<file path="src/rtl/motor_ramp_sequencer_pkg.sv">
// Shared types and default timing for the stepper ramp sequencer.
// Speed width matches the MotorDriver speed input.
package motor_ramp_sequencer_pkg;

  localparam int SPEED_W = 10;
  localparam int CNT_W   = 32;

  localparam int DEF_MAX_SPEED        = 400;
  localparam int DEF_STEP             = 25;
  localparam int DEF_RAMP_DIV         = 1_000_000;
  localparam int DEF_SETTLE_CYCLES    = 100_000;
  localparam int DEF_DIR_SETUP_CYCLES = 100;

  typedef logic [SPEED_W-1:0] speed_t;

  typedef enum logic [2:0] {
    IDLE,
    WAKE,
    RAMP,
    HOLD,
    FLIP
  } state_t;

  // Move cur toward goal by at most step, landing exactly on goal when closer.
  function automatic speed_t step_toward(input speed_t cur, input speed_t goal, input speed_t step);
    speed_t diff;
    if (goal > cur) begin
      diff = goal - cur;
      return cur + ((diff < step) ? diff : step);
    end else begin
      diff = cur - goal;
      return cur - ((diff < step) ? diff : step);
    end
  endfunction

endpackage

</file>
<file path="src/rtl/motor_ramp_sequencer_ramp_tick.sv">
// Free-running divider producing a one-cycle tick every 'load' cycles.
// Clearing restarts the period so the first tick lands 'load' cycles later.
module ramp_tick
  import motor_ramp_sequencer_pkg::*;
(
  input  logic             clock,
  input  logic             reset,
  input  logic             clear,
  input  logic [CNT_W-1:0] load,
  output logic             tick
);

  logic [CNT_W-1:0] count;

  assign tick = (count == load - CNT_W'(1));

  always_ff @(posedge clock or posedge reset) begin
    if (reset) begin
      count <= '0;
    end else if (clear || tick) begin
      count <= '0;
    end else begin
      count <= count + CNT_W'(1);
    end
  end

endmodule

</file>
<file path="src/rtl/motor_ramp_sequencer.sv">
// Command latch, bounded-acceleration ramp and reversal sequencing for one
// stepper channel feeding a MotorDriver.
module motor_ramp_sequencer
  import motor_ramp_sequencer_pkg::*;
#(
  parameter int MAX_SPEED        = DEF_MAX_SPEED,
  parameter int STEP             = DEF_STEP,
  parameter int RAMP_DIV         = DEF_RAMP_DIV,
  parameter int SETTLE_CYCLES    = DEF_SETTLE_CYCLES,
  parameter int DIR_SETUP_CYCLES = DEF_DIR_SETUP_CYCLES
)
(
  input  logic               clock,
  input  logic               reset,
  input  logic               cmd_valid,
  output logic               cmd_ready,
  input  logic [SPEED_W-1:0] cmd_speed,
  input  logic               cmd_dir,
  input  logic               cmd_enable,
  input  logic               estop,
  output logic [SPEED_W-1:0] speed,
  output logic               dir,
  output logic               run_en,
  output logic               busy
);

  localparam speed_t MAX_S  = speed_t'(MAX_SPEED);
  localparam speed_t STEP_S = speed_t'(STEP);

  state_t           state;
  state_t           state_nxt;
  speed_t           speed_nxt;
  logic             dir_nxt;
  speed_t           tgt_speed;
  logic             tgt_dir;
  logic             tgt_en;
  speed_t           goal;
  logic             tick;
  logic             tick_clear;
  logic [CNT_W-1:0] tick_load;

  assign cmd_ready = (state != FLIP);
  assign run_en    = (state != IDLE);
  assign busy      = (state inside {WAKE, RAMP, FLIP});

  // A reversal is expressed as a goal of zero until the direction has flipped.
  assign goal = (tgt_en && (tgt_dir == dir)) ? tgt_speed : '0;

  always_ff @(posedge clock or posedge reset) begin
    if (reset) begin
      tgt_speed <= '0;
      tgt_dir   <= 1'b1;
      tgt_en    <= 1'b0;
    end else if (estop) begin
      tgt_en <= 1'b0;
    end else if (cmd_valid && cmd_ready) begin
      tgt_speed <= (cmd_speed > MAX_S) ? MAX_S : cmd_speed;
      tgt_dir   <= cmd_dir;
      tgt_en    <= cmd_enable;
    end
  end

  // One divider serves the wake settle, the direction setup and the ramp period.
  always_comb begin
    case (state)
      WAKE:    tick_load = CNT_W'(SETTLE_CYCLES);
      FLIP:    tick_load = CNT_W'(DIR_SETUP_CYCLES);
      default: tick_load = CNT_W'(RAMP_DIV);
    endcase
  end

  assign tick_clear = (state_nxt != state);

  ramp_tick u_ramp_tick (
    .clock (clock),
    .reset (reset),
    .clear (tick_clear),
    .load  (tick_load),
    .tick  (tick)
  );

  always_ff @(posedge clock or posedge reset) begin
    if (reset) begin
      state <= IDLE;
      speed <= '0;
      dir   <= 1'b1;
    end else begin
      state <= state_nxt;
      speed <= speed_nxt;
      dir   <= dir_nxt;
    end
  end

  always_comb begin
    state_nxt = state;
    speed_nxt = speed;
    dir_nxt   = dir;
    if (estop) begin
      state_nxt = IDLE;
      speed_nxt = '0;
    end else begin
      case (state)
        IDLE: begin
          speed_nxt = '0;
          if (tgt_en) begin
            dir_nxt   = tgt_dir;
            state_nxt = WAKE;
          end
        end
        WAKE: begin
          if (!tgt_en) begin
            state_nxt = IDLE;
          end else if (tick) begin
            state_nxt = RAMP;
          end
        end
        RAMP: begin
          // Arrival is acted on immediately; otherwise speed only moves on a tick.
          if (speed == goal) begin
            if ((goal == '0) && !tgt_en) begin
              state_nxt = IDLE;
            end else if ((goal == '0) && (tgt_dir != dir)) begin
              state_nxt = FLIP;
              dir_nxt   = tgt_dir;
            end else begin
              state_nxt = HOLD;
            end
          end else if (tick) begin
            speed_nxt = step_toward(speed, goal, STEP_S);
          end
        end
        HOLD: begin
          if ((goal != speed) || !tgt_en || (tgt_dir != dir)) begin
            state_nxt = RAMP;
          end
        end
        FLIP: begin
          if (tick) begin
            state_nxt = RAMP;
          end
        end
        default: begin
          state_nxt = IDLE;
          speed_nxt = '0;
        end
      endcase
    end
  end

endmodule

</file>
<file path="config.mk">
export PLATFORM = sky130hd
export DESIGN_NAME = motor_ramp_sequencer
export DESIGN_NICKNAME = d
export VERILOG_FILES = /design/src/rtl/motor_ramp_sequencer_pkg.sv /design/src/rtl/motor_ramp_sequencer_ramp_tick.sv /design/src/rtl/motor_ramp_sequencer.sv
export SDC_FILE = /design/constraint.sdc
export NUM_CORES = 1
export LEC_CHECK = 0
export CAP_MARGIN = 15
export CORE_ASPECT_RATIO = 0.5
export CORE_UTILIZATION = 65
export CTS_BUF_LIST = sky130_fd_sc_hd__clkbuf_2 sky130_fd_sc_hd__clkbuf_4 sky130_fd_sc_hd__clkbuf_8
export DETAILED_ROUTE_END_ITERATION = 8
export DONT_BUFFER_PORTS = 1
export PLACE_DENSITY = 0.81
export RECOVER_POWER = 25
export SKIP_CTS_REPAIR_TIMING = 1
export SYNTH_ARGS = -nofsm -noshare
export SYNTH_HDL_FRONTEND = slang
export SYNTH_HIERARCHICAL = 1
export SYNTH_SLANG_ARGS = --single-unit
</file>
<file path="constraint.sdc">
create_clock -name clock -period 6.4 [get_ports clock]
set_clock_uncertainty 0.05 [all_clocks]
set_input_delay 0.96 -clock clock [delete_from_list [all_inputs] [get_ports clock]]
set_output_delay 0.96 -clock clock [all_outputs]
set_load 0.03 [all_outputs]
</file>
[Word level (Yosys, flattened, before mapping)]
Index checks and enable logic that the tools add are counted.
Storage, ports and cells
  bits in registers: 58
  bits in latches: 0
  RAM bits: 0
  bits in read-only memories: 0
  bits of input ports: 16
  output and inout port bits: 14
  word-level logic and storage cells: 81
  memories: 0
Operators by class
  add/subtract/negate cells: 6
  multipliers: 0
  div/mod/pow operators: 0
  $lt $le $gt $ge: 4
  equality and inequality tests: 18
  shifts and indexed selects: 0
  mux-type cells: 27
  bitwise operators: 1
  reductions and logical operators: 18
Operator list (number)
  10-bit two-way mux: 8
  20-bit one-hot mux with 2 select lines: 1
  32-bit by 1-bit adder with 32-bit output, second input constant: 1
  32-bit equality test: 1
  32-bit two-way mux: 1
  10-bit subtractor: 3
  3-bit two-way mux: 8
  20-bit by 1-bit subtractor with 21-bit output, second input constant: 1
  10-bit by 5-bit < comparator with 1-bit output, second input constant: 2
  10-bit one-hot mux with 2 select lines: 1
  3-bit one-hot mux with 5 select lines: 1
  10-bit adder: 1
  10-bit equality test: 1
  10-bit > comparator: 1
  10-bit by 9-bit > comparator with 1-bit output, second input constant: 1
  10-bit zero test: 1
  10-bit inequality test: 1
  3-bit by 2-bit equality test with 1-bit output, second input constant: 2
  1-bit two-way mux: 6
  2-bit by 1-bit inequality test with 1-bit output, second input constant: 3
  3-bit inequality test, second input constant: 2
  6-bit AND reduction: 1
  3-bit nonzero test: 2
  1-bit logical AND: 4
  16 further kinds: 20

[Depth between registers and ports, before layout]
  depth after elaboration: 13
  gate-level depth with buffers: 28

[Cells and area by module]
Netlist, hierarchy kept.
By module, submodules not included
  motor_ramp_sequencer: instances 1, cells each 364, area each 2840.2 um^2, sequential area each 653.1 um^2
  ramp_tick: instances 1, cells each 324, area each 2726.4 um^2, sequential area each 800.8 um^2

[Worst setup path before layout]
OpenSTA, ideal clock, no wires.
  path type: register -> register
  start point: reg dir
  end point: reg speed[9]
  setup time: 0.126 ns
  arrival: 5.564 ns
  data required time: 6.224 ns
  path slack: 0.660 ns
  stages on the path, launching flop included: 26
  period minus slack after synthesis: 5.740 ns
  cells stage by stage: dfstp_2 > xnor2_1 > and2_1 > clkbuf_1 > nand2_1 > ha_1 > fa_1 > nand2b_1 > a21oi_1 > mux2i_1 > nand2_1 > a311o_1 > or3_2 > ha_1 > nand2_1 > o21ai_0 > o21ai_0 > o21ai_0 > ha_1 > o2111ai_1 > nand3_1 > o41ai_1 > o21a_1 > xnor2_1 > mux2i_1 > a221o_1
On the way
  word-level cells in the longest chain between the ends: 12
  elaborated cells between the ends (all ways): 20
Ends and longest elaborated chain
  from (decl): line motor_ramp_sequencer.sv:22  | output logic dir,
  from (signal assigned): line motor_ramp_sequencer.sv:90  | dir <= dir_nxt;
  1-bit equality test *: line motor_ramp_sequencer.sv:47  | assign goal = (tgt_en && (tgt_dir == dir)) ? tgt_speed : '0;
  1-bit logical AND *: line motor_ramp_sequencer.sv:47
  10-bit two-way mux *: line motor_ramp_sequencer.sv:47
  10-bit subtractor, on equally long branches: line motor_ramp_sequencer_pkg.sv:31, motor_ramp_sequencer_pkg.sv:28
  10-bit by 5-bit < comparator with 1-bit output, on equally long branches: line motor_ramp_sequencer_pkg.sv:32, motor_ramp_sequencer_pkg.sv:29
  10-bit two-way mux, on equally long branches: line motor_ramp_sequencer_pkg.sv:32, motor_ramp_sequencer_pkg.sv:29
  10-bit subtractor / 10-bit adder (equally long branches): line motor_ramp_sequencer_pkg.sv:32, motor_ramp_sequencer_pkg.sv:29
  10-bit two-way mux: line motor_ramp_sequencer_pkg.sv:27  | if (goal > cur) begin
  10-bit two-way mux: line motor_ramp_sequencer.sv:128  | end else if (tick) begin
  10-bit two-way mux: line motor_ramp_sequencer.sv:119  | if (speed == goal) begin
  10-bit one-hot mux with 2 select lines: line motor_ramp_sequencer.sv:102  | case (state)
  10-bit two-way mux: line motor_ramp_sequencer.sv:98  | if (estop) begin
  to (signal assigned): line motor_ramp_sequencer.sv:89  | speed <= speed_nxt;
  to (decl): line motor_ramp_sequencer.sv:21  | output logic [SPEED_W-1:0] speed,
Mark *: on every way between the ends. The rest lies on a longest branch, timed or not. The select of a mux whose other input is x is not followed.
A chain may end at the register's enable or synchronous reset.

[Worst setup path in the final report]
Ends and elaborated chain as after synthesis.

==> impl_metrics.env <==
export IMPL_outcome="finished with violations"
export IMPL_violations="max-capacitance violations, max-slew violations"
export IMPL_antenna_left=0
export IMPL_grt_antenna_before_repair=0
export IMPL_yosys_warnings=6
export IMPL_synth_distinct_cells=78
export IMPL_netlist_area_mm2=0.00557
export IMPL_power_density_mw_per_mm2=180
export IMPL_grt_max_degree=33
export IMPL_detailroute_via_count=4985
export IMPL_hpwlAfterDp_mm=9.85
export IMPL_ioPinCount=30
export IMPL_synth_cells=688
export IMPL_rsz0062_at_grt="no"
export IMPL_drt_wirelength_per_cell_um=14.4
export IMPL_switching_share_pct=36.1
export IMPL_fin_ws_ns=0.495
export IMPL_syn_mean_instance_area_um2=8.09
export IMPL_netlist_top_cells_area="dfrtp_1 25%, xnor2_1 8.2%, ha_1 7.0%"
export IMPL_cts_htree_levels=3
export IMPL_internal_power_mw=0.704
export IMPL_maxClockFrequency_mhz=169
export IMPL_port_buffers=0
export IMPL_syn2layout_area_growth_pct=10.0
export IMPL_layout_cell_share_with_drive_strength_beyond_1_pct=6.39
export IMPL_fillerInstances=648
export IMPL_floorplan_die_height_um=67.4
export IMPL_ir_worst_vdd_v=0.000119
export IMPL_first_pass_grt_wire_length_mm=21.4
export IMPL_synthDominantAreaCellType="dfrtp_1"
export IMPL_async_flop_share_pct=100
export IMPL_setup_viol=0
export IMPL_ys_flop_type="dfrtp_1"
export IMPL_cell_row_count=23
export IMPL_worst_endpoint_required_ns=6.57
export IMPL_timing_final_crit_period_ns=5.91
export IMPL_synth_seq_cells=58
export IMPL_synth_largest_type_area_fraction_pct=25.2
export IMPL_dpl_instance_area_mm2=0.00593
export IMPL_drv_max_cap_violation_count=1
export IMPL_dp_worst_setup_slack_ns=0.115
export IMPL_worstSetupPathType="flip-flop to flip-flop"
export IMPL_stdcell_area_mm2=0.00612
export IMPL_finalHoldViolCount=0
export IMPL_coreArea_mm2=0.00814
export IMPL_power_clock_fraction_pct=28.2
export IMPL_gp_congestion=0.947
export IMPL_drt_vias_per_instance=5.67
export IMPL_fin_setup_tns_ns=0
export IMPL_track_usage_pct=30.5
export IMPL_grt_pass1_vias=4701
export IMPL_die_area_mm2=0.00896
export IMPL_worstSetupStartpointType="flip-flop"
export IMPL_critical_path_endpoint_type="flip-flop"
export IMPL_min_delay_path_class="input port to asynchronous set/reset pin"
export IMPL_die_w_um=133
export IMPL_antenna_diode_count=0
export IMPL_clk_tree_root_cell="clkbuf_8"
export IMPL_pins_over_their_slew_limit=33
export IMPL_net_switching_power_mw=0.397
export IMPL_timing_slew_headroom_pct=-14.5
export IMPL_layout_worst_path_cycle_share_pct=92.3
export IMPL_cts_made_buffers=9
export IMPL_synth_edf_count=0
export IMPL_layout_cells_most_common_list="77 x nor2_1, 77 x conb_1, 63 x nand2_1, 56 x dfrtp_1, 52 x xnor2_1"
export IMPL_drt_wl_total_mm=12.7
export IMPL_seq_power_share_pct=38.4
export IMPL_starting_density_of_the_core_pct=68.4
export IMPL_critical_path_peak_fanout=7
export IMPL_clk_latency_ns=0.35
export IMPL_synth_seq_area_share_pct=26.1
export IMPL_first_iter_violations=343
export IMPL_cellLeakagePower_nw=2.78
export IMPL_clock_tree_buffer_depth=2
export IMPL_worst_setup_hold_path_clk_slew_ns=0.07
export IMPL_fin_nets=812
export IMPL_tritoncts="done"
export IMPL_cts_num_sinks=58
export IMPL_grt_overflow=0
export IMPL_drcViolationCount=0
export IMPL_comb_power_share_pct=33.4
export IMPL_worst_slew_pin_slew_ns=1.72
export IMPL_drt_first_pass_iters=5
export IMPL_critPathArrivalTime_ns=6.08
routing by layer:
| layer | GRT usage (%) | wire length [um] |
|---|---|---|
| met1 | 36.2 | 5820 |
| met2 | 55.0 | 5870 |
| met3 | 5.93 | 597 |
| met4 | 13.4 | 394 |
| met5 | 0 | 0 |
cell usage after synthesis (4+ instances only):
library cell and instances:
a21boi_0 4, o21a_1 6, nand3b_1 4, nand2_1 63, nor3_1 22, xor2_1 39, nor2_1 77, o21ai_0 36
or2_2 5, inv_1 41, buf_2 5, nor4b_1 5, and2_1 6, a21oi_1 21, or4_1 7, nor2b_1 9
a31oi_1 5, o31ai_1 4, and3_1 8, nor4_1 11, buf_6 4, nand4b_1 4, clkbuf_1 12, and4_1 4
a21o_1 5, ha_1 31, dfrtp_1 56, o211ai_1 4, xnor2_1 52, or3_1 7, o21bai_1 5, nand3_1 30
a22o_1 7, mux2i_1 7, nand2b_1 7, nand4_1 12
path summary, 6_finish.rpt:
kind / end / cells past startpoint / slack, ns / startpoint
setup / recovery: speed[9] / 24 / 0.49 / dir
hold / removal: state[1] / 1 / 0.33 / reset
min in group clock: tgt_speed[4] / 2 / 0.43 / tgt_speed[4]
max in group asynchronous: u_ramp_tick/count[23] / 2 / 4.25 / reset
setup reg to reg: speed[9] / 24 / 0.49 / dir
hold reg to reg: tgt_speed[4] / 2 / 0.43 / tgt_speed[4]
cells by family after synthesis:
kind of cell	synth area share (%)
AOI/OAI and AO/OA	16.1
xor gates and xnor gates	14.3
adders and majority gates	8.05
buffers and inverters	4.90
DFF	26.1
muxes	1.66
other	0.0674
and+or+nand+nor	28.7
through the flow:
| stage | std cells | hold slack, ns | utilization [%] | power (mW) |
|---|---|---|---|---|
| final | 879 | 0.329 | 75.2 | 1.10 |
| after detailed placement | 862 | 0.410 | 72.9 | 0.787 |
| after global placement | 862 | 0.411 | 72.9 | 0.780 |
| after global routing | 879 | 0.331 | 75.2 | 1.17 |
| after CTS | 878 | 0.428 | 75.0 | 1.10 |
| after floorplan | 764 | 0.389 | - | 0.717 |
sequential cells by signal, summed over array words and instances, names as in the netlist:
name / flops
u_ramp_tick/count: 32
speed: 10
tgt_speed: 10
state: 3
dir: 1
tgt_dir: 1
tgt_en: 1
power groups by stage:
stage | registers, mW | logic [mW] | clock network, mW
finish | 0.423 | 0.368 | 0.310
global route | 0.427 | 0.417 | 0.331
CTS | 0.422 | 0.362 | 0.316
detailed placement | 0.429 | 0.358 | 0
global placement | 0.428 | 0.352 | 0
floorplan | 0.422 | 0.296 | 0
area by class of cell:
type	instances	area (um^2)	area share, %
repair buffers	9	60.1	0.981
clock buffers	10	138	2.25
inverters	41	154	2.51
clock inverters	6	41.3	0.674
multi-input cells	643	4140	67.6
flip-flops and latches	58	1450	23.7
well taps	112	140	2.29
worst max-delay path: stages, from the launching register on:
cell       delay (ns)
dfstp_2          0.64
xnor2_1          0.17
and2_2           0.27
nand2_1          0.10
ha_1             0.21
fa_1             0.40
nand2b_1         0.20
a21oi_2          0.21
mux2i_1          0.20
nand2_1          0.08
a311o_1          0.36
or3_2            0.47
ha_1             0.23
nand2_1          0.12
o21ai_0          0.09
o21ai_0          0.17
o21ai_0          0.11
ha_1             0.33
o2111ai_1        0.12
nand3_1          0.15
o41ai_2          0.32
o21a_1           0.23
xnor2_1          0.15
mux2i_1          0.10
a221o_1          0.31
No activity file was read; power rests on OpenSTA's default activity.
